### config.mk
export PLATFORM = sky130hd
export DESIGN_NAME = spi_peripheral
export DESIGN_NICKNAME = d
export VERILOG_FILES = /design/src/rtl/spi_peripheral.sv
export SDC_FILE = /design/constraint.sdc
export NUM_CORES = 1
export LEC_CHECK = 0
export ABC_AREA = 1
export BUFFER_PORTS_ARGS = -buffer_cell sky130_fd_sc_hd__buf_4
export CORE_UTILIZATION = 40
export CTS_BUF_LIST = sky130_fd_sc_hd__clkbuf_8 sky130_fd_sc_hd__clkbuf_16
export DETAILED_ROUTE_END_ITERATION = 8
export GPL_TIMING_DRIVEN = 0
export PLACE_DENSITY_LB_ADDON = 0.15
export SETUP_SLACK_MARGIN = 0.5
export SYNTH_ARGS = -nofsm -noshare
export SYNTH_HDL_FRONTEND = slang
export SYNTH_SLANG_ARGS = --single-unit
### constraint.sdc
create_clock -name clk_in -period 4.4 [get_ports clk_in]
set_input_delay 0.88 -clock clk_in [delete_from_list [all_inputs] [get_ports clk_in]]
set_output_delay 0.88 -clock clk_in [all_outputs]
set_load 0.05 [all_outputs]
### src/rtl/spi_peripheral.sv
// SPI mode-0 responder. DCLK, CS and COPI are synchronized into clk_in and their edges drive a
// two-process FSM. A one-entry holding buffer supplies the word returned on CIPO.
module spi_peripheral #(
  parameter int DATA_WIDTH  = 8,
  parameter int SYNC_STAGES = 2
) (
  input  logic                  clk_in,
  input  logic                  rst_n_in,
  input  logic [DATA_WIDTH-1:0] tx_data_in,
  input  logic                  tx_valid_in,
  output logic                  tx_ready_out,
  output logic [DATA_WIDTH-1:0] data_out,
  output logic                  data_valid_out,
  output logic                  underrun_out,
  output logic                  frame_error_out,
  output logic                  busy_out,
  input  logic                  chip_clk_in,
  input  logic                  chip_sel_in,
  input  logic                  chip_data_in,
  output logic                  chip_data_out,
  output logic                  chip_data_oe_out
);
  localparam int CW = $clog2(DATA_WIDTH);
  localparam logic [CW-1:0] LAST_BIT = CW'(DATA_WIDTH - 1);

  typedef enum logic [1:0] {
    ST_WAIT_DESELECT = 2'd0,
    ST_IDLE          = 2'd1,
    ST_ACTIVE        = 2'd2
  } state_t;

  state_t state, state_next;

  logic [SYNC_STAGES-1:0] dclk_sync, cs_sync, copi_sync;
  logic                   dclk_prev, cs_prev;
  logic                   dclk_s, cs_s, copi_s;
  logic                   dclk_rise, dclk_fall, cs_rise, cs_fall;

  logic [DATA_WIDTH-1:0]  shift_tx, shift_rx, buf_data;
  logic                   buf_full, reload;
  logic [CW-1:0]          bit_cnt;

  logic start_frame, end_frame, load_tx, shift_tx_en, rx_shift, word_done, frame_err;
  logic wr_acc;

  assign dclk_s = dclk_sync[SYNC_STAGES-1];
  assign cs_s   = cs_sync[SYNC_STAGES-1];
  assign copi_s = copi_sync[SYNC_STAGES-1];

  assign dclk_rise = dclk_s & ~dclk_prev;
  assign dclk_fall = ~dclk_s & dclk_prev;
  assign cs_rise   = cs_s & ~cs_prev;
  assign cs_fall   = ~cs_s & cs_prev;

  always_ff @(posedge clk_in or negedge rst_n_in) begin
    if (!rst_n_in) begin
      dclk_sync <= '0;
      cs_sync   <= '0;
      copi_sync <= '0;
      dclk_prev <= 1'b0;
      cs_prev   <= 1'b0;
    end else begin
      dclk_sync <= {dclk_sync[SYNC_STAGES-2:0], chip_clk_in};
      cs_sync   <= {cs_sync[SYNC_STAGES-2:0], chip_sel_in};
      copi_sync <= {copi_sync[SYNC_STAGES-2:0], chip_data_in};
      dclk_prev <= dclk_s;
      cs_prev   <= cs_s;
    end
  end

  always_ff @(posedge clk_in or negedge rst_n_in) begin
    if (!rst_n_in) state <= ST_WAIT_DESELECT;
    else           state <= state_next;
  end

  // CS rise is checked first so that a DCLK edge landing in the same cycle is dropped.
  always_comb begin
    state_next  = state;
    start_frame = 1'b0;
    end_frame   = 1'b0;
    load_tx     = 1'b0;
    shift_tx_en = 1'b0;
    rx_shift    = 1'b0;
    word_done   = 1'b0;
    frame_err   = 1'b0;
    case (state)
      ST_WAIT_DESELECT: begin
        if (cs_s) state_next = ST_IDLE;
      end
      ST_IDLE: begin
        if (cs_fall) begin
          state_next  = ST_ACTIVE;
          start_frame = 1'b1;
          load_tx     = 1'b1;
        end
      end
      ST_ACTIVE: begin
        if (cs_rise) begin
          state_next = ST_IDLE;
          end_frame  = 1'b1;
          frame_err  = (bit_cnt != '0);
        end else if (dclk_rise) begin
          rx_shift  = 1'b1;
          word_done = (bit_cnt == LAST_BIT);
        end else if (dclk_fall) begin
          if (reload) load_tx = 1'b1;
          else        shift_tx_en = 1'b1;
        end
      end
      default: state_next = ST_WAIT_DESELECT;
    endcase
  end

  // Handshake: a word is written when tx_valid_in & tx_ready_out at a clk_in edge; tx_ready_out
  // is registered, drops with the write and returns one cycle after the buffer is consumed.
  assign wr_acc = tx_valid_in & tx_ready_out;

  always_ff @(posedge clk_in or negedge rst_n_in) begin
    if (!rst_n_in) begin
      buf_full        <= 1'b0;
      buf_data        <= '0;
      tx_ready_out    <= 1'b0;
      shift_tx        <= '0;
      shift_rx        <= '0;
      bit_cnt         <= '0;
      reload          <= 1'b0;
      data_out        <= '0;
      data_valid_out  <= 1'b0;
      underrun_out    <= 1'b0;
      frame_error_out <= 1'b0;
    end else begin
      tx_ready_out    <= ~(buf_full | wr_acc);
      data_valid_out  <= word_done;
      underrun_out    <= load_tx & ~buf_full;
      frame_error_out <= frame_err;

      if (wr_acc) begin
        buf_full <= 1'b1;
        buf_data <= tx_data_in;
      end else if (load_tx) begin
        buf_full <= 1'b0;
      end

      if (load_tx)          shift_tx <= buf_full ? buf_data : '0;
      else if (shift_tx_en) shift_tx <= shift_tx << 1;

      if (start_frame || end_frame) begin
        bit_cnt  <= '0;
        reload   <= 1'b0;
        shift_rx <= '0;
      end else if (rx_shift) begin
        shift_rx <= {shift_rx[DATA_WIDTH-2:0], copi_s};
        if (word_done) begin
          data_out <= {shift_rx[DATA_WIDTH-2:0], copi_s};
          bit_cnt  <= '0;
          reload   <= 1'b1;
        end else begin
          bit_cnt <= bit_cnt + 1'b1;
        end
      end else if (load_tx) begin
        reload <= 1'b0;
      end
    end
  end

  assign busy_out         = (state == ST_ACTIVE);
  assign chip_data_oe_out = busy_out;
  assign chip_data_out    = busy_out & shift_tx[DATA_WIDTH-1];

endmodule

==> impl_results.md, run 1 <==
* Top Ports at 29
* CP delay by family, top: flip-flops
* Pleak at 1.28 nW
* Synth async-reset ratio at 1.00
* First-pass GRT wire length at 6400 um
* Site row count at 26
* Yosys warnings at 0
* Antenna violations before repair at 0
* I/O Buffers at 28
* CP Class: reg -> out
* Tcrit/Tclk final at 0.549
* CP cell instances: inv_1 > ha_1 > nand2_1 > inv_1 > buf_4
* CTS Buf Count at 5
* Max Cap Viol at 0
* Synth Area in Compound Gates at 0.106
* Status: finished, final reports clean
* Flop pwr share at 0.467
* Maximum VDD drop at 0.301 mV
* N_diodes at 0
* GR Overflow Total at 0
* Final HPWL DP at roughly 2500 um
* Register area at approximately 0.0013 mm^2
* Hold Path Class: reg -> reg
* Internal Pwr Total at approximately 0.00084 W
* Count leader, synth: nand2_1
* Critical Path Fanout Max at 7
* Total Routing Usage GR at 0.150
* Max-slew violations at 0
* Area grow syn2layout at 17.6%
* Final WL at approximately 3600 um
* Pin count of the biggest net entering global routing at 51
* Max incr delay on CP at about 0.44 ns
* Post-synth top area cell: dfrtp_1
* Final nets at approximately 270
* Sw frac at 0.371
* Syn_area_per_cell at 9.93 um^2
* Final Core Density at 0.493
* CP max stage cell: dfrtp_1
* Area of the mapped netlist at between 0.002 and 0.0025 mm^2
* DRC Markers at 0
* Synth Area in Adders at 0.0464
* DIE WIDTH at about 75 um
* Top_reg_cell synth: dfrtp_1
* Skew-Pair Late Insertion Delay at ~0.30 ns
* Mapped Cells at approximately 220
* Syn nets at around 240
* Starting Density at 0.419
* Fillers at 533
* Yosys reg bits at 50
* Number of buffer and inverter stages on the critical path at 3
* Synth area leaders: dfrtp_1, nand2_1, inv_1
* Most frequent CP cell: inv_1
* RSZ-0062 raised after global routing: false
* Cts repair resizes at 0
* Pwr Density at ~520 mW/mm^2
* Routed wire per std cell at 11.0 um
* Worst setup EP type: primary output
* Most frequent cells after synthesis: nand2_1, dfrtp_1, inv_1
* Area of the core at around 0.005 mm^2
* Clk pwr share at 0.192
* Switching pwr at slightly below 0.0005 W
* CTS sink cnt at 50
* Die Ht at 75.4 um
* WP data arrival at roughly 1.5 ns
* Largest family of logic cells by synthesized area: simple AND/OR/NAND/NOR gates
* Final Critical Period at approximately 2.4 ns
* Setup violations, final at 0
* Worst-margin pin slew at around 0.61 ns
* XOR/XNOR Fraction of Synth Area at 0
* Worst clock skew at 0.00827 ns
* # H-tree levels at 2
* Post-Place Worst Slack at between 2 and 2.5 ns
* GPL Wtd Cong at between 0.7 and 0.8
* Hold Buf Count CTS at 0
* Die Footprint at between 0.005 and 0.006 mm^2
* Final hold vios at 0
* Post-DRT Antenna Nets at 0
* Unique masters post-synth at 28
* Slew HR at 0.592
* Fmax at slightly above 400 MHz
* CTS tree: yes
* Clk slew on worst S/H paths at ~0.09 ns
* Vias in the first global route at about 1500
* Initial DRT Pass Iterations at 4
* Final critical-path setup slack at about 2 ns
* Fraction of synthesized area in multiplexers at 0
* Post-Route Setup TNS at 0 ns
* 1st-iter DRT viols at 96
* Setup bufs post-CTS at 0
* Sequential-to-total area share from yosys stat at 0.580
* Clk buf depth at 2
* WP data required at roughly 3.5 ns
* Layout cells sized above 1 at 0.234
* Simple-gate portion of the synthesized area at 0.194
* Critical path startpoint category: register
* Logic pwr share at 0.341
* Via count at ~1500
* Root Buffer: clkbuf_8
* Top cell type's share of synthesized area at 0.580
* Tot Pwr at between 0.001 and 0.0015 W
* DR vias/cell at about 4.6
* Area of the multi-input gates at around 750 um^2
* Post-synth EDFFs at 0
-- cell type report --
cell class              instances  area share
repair buffers                 28      0.0829
multi-input cells             130       0.295
well taps                      70      0.0345
inverters                      33      0.0488
clock inverters                 2     0.00543
clock buffers                   5      0.0271
flip-flops and latches         50       0.493
plain buffers                   4      0.0133
-- kinds of logic (layout without fill, tap and decap cells) --
family,Yosys count,after routing
buffers and inverters,37,72
AND/OR/NAND/NOR,89,89
AO/OA/AOI/OAI,33,33
adder cells (fa/ha/maj),8,8
flip-flops,50,50
-- per-stage QoR --
| step | instances | hold WS, ns | cell area, um^2 |
|---|---|---|---|
| after floorplan | 217 | 0.331 | 2160 |
| after global placement | 315 | 0.333 | 2450 |
| after detailed placement | 315 | 0.335 | 2450 |
| after CTS | 322 | 0.355 | 2540 |
| after global routing | 322 | 0.373 | 2540 |
| final | 322 | 0.353 | 2540 |
-- power groups by stage --
stage | Clock [W] | Sequential, W | Combinational, W
5_1_grt | 0.000283 | 0.000634 | 0.000521
3_3_place_gp | 0 | 0.000625 | 0.000446
6_report | 0.000255 | 0.000621 | 0.000453
4_1_cts | 0.000265 | 0.000622 | 0.000460
3_5_place_dp | 0 | 0.000630 | 0.000457
2_1_floorplan | 0 | 0.000635 | 0.000331
-- path summary, 6_finish.rpt --
kind	start	end	slack, ns	depth (start not counted)
worst max-delay path	state[0]	chip_data_out	1.99	5
max in group asynchronous	rst_n_in	dclk_prev	3.39	1
worst min register to register	copi_sync[0]	copi_sync[1]	0.35	0
worst max register to register	state[0]	buf_full	2.67	8
worst min-delay path	copi_sync[0]	copi_sync[1]	0.35	0
min in group asynchronous	rst_n_in	cs_prev	0.59	1
-- worst register-to-register path, stage by stage, from the launching register on --
cell     delay (ns)
dfrtp_1        0.44
inv_1          0.10
ha_1           0.35
nand2_4        0.12
o21ai_4        0.19
nand2_4        0.11
buf_6          0.16
a21oi_2        0.12
inv_1          0.05
-- per-layer routing --
metal	wire length, um	global-route usage	share of wire	up-vias
li1	-	-	-	753
met1	1710	0.191	0.48	696
met2	1690	0.251	0.47	32
met5	0	0	0	-
met4	22	0.0494	0.0062	0
met3	138	0.0397	0.039	2
-- flip-flops by register name (all words and copies together), names as in the netlist --
| register | flops |
|---|---|
| buf_full | 1 |
| tx_ready_out | 1 |
| data_valid_out | 1 |
| underrun_out | 1 |
| buf_data | 8 |
| shift_rx | 7 |
| data_out | 8 |
| dclk_sync | 2 |
| reload | 1 |
| bit_cnt | 3 |
| frame_error_out | 1 |
| state | 2 |
| cs_sync | 2 |
| shift_tx | 8 |
| dclk_prev | 1 |
| cs_prev | 1 |
| copi_sync | 2 |
-- placed cells by master, fill, tap and decap left out --
cell type,instances
buf_6,2
o21bai_1,1
a211oi_1,1
clkinv_1,1
o21ai_0,10
nor2_4,1
a21oi_2,1
nand3_2,2
inv_6,1
clkinv_2,1
inv_2,2
nor2_1,6
nand2_4,3
clkbuf_1,1
ha_1,8
clkbuf_8,5
nand3b_1,1
nand4_1,1
a21oi_1,1
or2_2,1
dfrtp_1,50
buf_4,29
nand2_1,59
o21ai_4,1
nand3_4,1
o21ai_2,8
o22ai_1,9
inv_1,30
nand3_1,13
a22oi_1,1
nand2_2,1
Note: power is estimated with default switching activity, not from simulation.
==> run 2: changes to the inputs <==
- ABC_AREA: 1 -> 0
- clock period: 4.4 -> 2 ns (I/O delays scaled with it)
==> run 2 against run 1 <==
  * Largest power group unchanged
  * First-iteration DRC count shrank 19%
  * Synthesized area down 3.1%
  * Clock-buffer cell count grew 1
  * Largest cell class unchanged
  * Setup slack got worse by 1.8 ns
  * Wire length increased by 11%
  * Total power is 150% higher
==> impl_results.md, run 2 <==
* First-pass GRT wire length at 6420 um
* Via count at roughly 1300
* WP data required at between 2 and 2.5 ns
* Critical path startpoint category: register
* Die Ht at between 70 and 80 um
* RSZ-0062 raised after global routing: true
* Worst-margin pin slew at 0.613 ns
* Finished Cell Area at around 0.0028 mm^2
* CTS Buf Count at 5
* Max-slew violations at 0
* Skew-Pair Late Insertion Delay at about 0.30 ns
* Syn nets at 173
* Final Critical Period at 1.81 ns
* Synth async-reset ratio at 1.00
* Max Cap Viol at 0
* Area grow syn2layout at 35.2%
* Clk slew on worst S/H paths at 0.09 ns
* Area of the mapped netlist at 0.00209 mm^2
* 1st-iter DRT viols at between 70 and 80
* Most frequent cells after synthesis: dfrtp_1, mux2_2, mux2i_1
* Yosys warnings at 0
* Layout cells sized above 1 at 0.514
* Top cell type's share of synthesized area at 0.599
* Fmax at 553 MHz
* Final WL at a little under 4000 um
* Sw frac at 0.327
* Top Ports at 29
* Pin count of the biggest net entering global routing at 51
* GR Overflow Total at 0
* Leading cell types in the layout, fill and taps excluded: dfrtp_1, buf_4, mux2i_1
* Unique masters post-synth at 30
* Hold Buf Count CTS at 0
* GPL Wtd Cong at ~0.75
* Regs by FF count: buf_data (8), data_out (8), shift_tx (8)
* Final hold vios at 0
* CTS sink cnt at 50
* Post-Place Worst Slack at -0.228 ns
* WP data arrival at between 1.5 and 2 ns
* Switching pwr at approximately 0.0011 W
* Total Routing Usage GR at 0.157
* Yosys reg bits at 50
* Post-DP Area at between 0.002 and 0.0025 mm^2
* Final critical-path setup slack at 0.190 ns
* Final HPWL DP at between 2000 and 2500 um
* Internal Pwr Total at between 0.002 and 0.0025 W
* N_diodes at 0
* Worst setup EP type: register
* Synth area leaders: dfrtp_1, mux2_2, mux2i_1
* Pwr Density at 1150 mW/mm^2
* Fin Hold WS at a little under 0.1 ns
* Status: finished, final reports clean
* Clk pwr share at 0.185
* Slew HR at 0.591
* Site row count at 25
* Hold Path Class: in -> async
* Antenna violations before repair at 0
* CTS tree: yes
* Mapped Cells at approximately 150
* Fillers at between 400 and 500
* Final nets at roughly 230
* Starting Density at 0.428
* Critical Path Fanout Max at 4
* Top_reg_cell synth: dfrtp_1
* Maximum VDD drop at roughly 0.64 mV
* Final Core Density at 0.579
* Count leader, synth: dfrtp_1
* Syn_area_per_cell at 13.8 um^2
* Clk buf depth at 2
* DIE WIDTH at approximately 74 um
* CP Class: reg -> reg
* Sequential-to-total area share from yosys stat at 0.599
* Worst clock skew at a little under 0.009 ns
* Root Buffer: clkbuf_8
* Setup violations, final at 0
* Post-Route Setup TNS at 0 ns
* Initial DRT Pass Iterations at 3
* DRC Markers at 0
* Pleak at around 1.5 nW
* # H-tree levels at 2
* Flop pwr share at 0.430
* DR vias/cell at 4.79
* Logic pwr share at 0.385
* Post-synth EDFFs at 0
* Die Footprint at 0.00552 mm^2
* Vias in the first global route at roughly 1400
* Area of the core at just under 0.005 mm^2
* Routed wire per std cell at between 10 and 15 um
* I/O Buffers at 28
* Tcrit/Tclk final at 0.905
* Post-DRT Antenna Nets at 0
* Post-synth top area cell: dfrtp_1
* Most common cell after layout, fill and taps aside: dfrtp_1
run 2: layer usage:
metal	global-route usage	wire length (um)	vias up
met5	0	0	-
met4	0.0587	45	0
met2	0.277	2180	19
li1	-	-	639
met3	0.0434	131	4
met1	0.182	1590	655
run 2: worst max-delay path, cell delays in order, from the launching register on:
cell and delay, ns:
dfrtp_2 0.45, inv_2 0.09, ha_4 0.13, buf_6 0.11, buf_4 0.12, nand2_1 0.06, a21oi_2 0.17, a2bb2oi_2 0.21
mux2_2 0.35
run 2: kinds of logic after synthesis:
family                     count (synthesis)  share of synthesized area
AOI/OAI and AO/OA                         18                     0.0731
adders and majority gates                  8                     0.0479
buffers and inverters                     12                     0.0251
DFF                                       50                      0.599
muxes                                     33                      0.169
and+or+nand+nor                           30                     0.0862
run 2: power by group through the flow:
stage / clock network (W) / registers (W) / logic (W)
after global placement: 0 / 0.00141 / 0.000854
after floorplan: 0 / 0.00142 / 0.000669
after detailed placement: 0 / 0.00142 / 0.000895
final: 0.000602 / 0.00140 / 0.00126
after CTS: 0.000616 / 0.00140 / 0.00112
after global routing: 0.000666 / 0.00144 / 0.00137
run 2: final timing paths:
check,from,end,slack [ns],depth (start not counted)
worst max-delay path,state[0],state[1],0.19,8
worst min-delay path,rst_n_in,bit_cnt[1],0.1,1
worst max register to register,state[0],state[1],0.19,8
worst min register to register,dclk_sync[0],dclk_sync[1],0.35,0
max in group asynchronous,rst_n_in,state[1],1.45,1
min in group clk_in,chip_data_in,copi_sync[0],0.21,1
run 2: per-stage QoR:
| stage | power (W) | cells |
|---|---|---|
| final | 0.00326 | 275 |
| after global routing | 0.00347 | 275 |
| after CTS | 0.00314 | 269 |
| after detailed placement | 0.00232 | 246 |
| after global placement | 0.00226 | 246 |
| after floorplan | 0.00209 | 151 |
run 2: cell type report:
type                            instances  area [um^2]  area share
Timing Repair Buffer                   48          398       0.141
Sequential cell                        50         1250       0.444
Inverter                                6         25.0     0.00886
Buffer                                  6         63.8      0.0226
Tap cell                               67         83.8      0.0297
Clock buffer                            6         82.6      0.0292
Multi-Input combinational cell         90          906       0.321
Clock inverter                          2         12.5     0.00443
run 2: timing repair:
action,in CTS,in global routing
hold endpoints to repair,0,0
cloned,2,0
pin swaps,12,4
resized for setup,24,12
endpoints found under the setup margin,34,34
buffers inserted,13,6
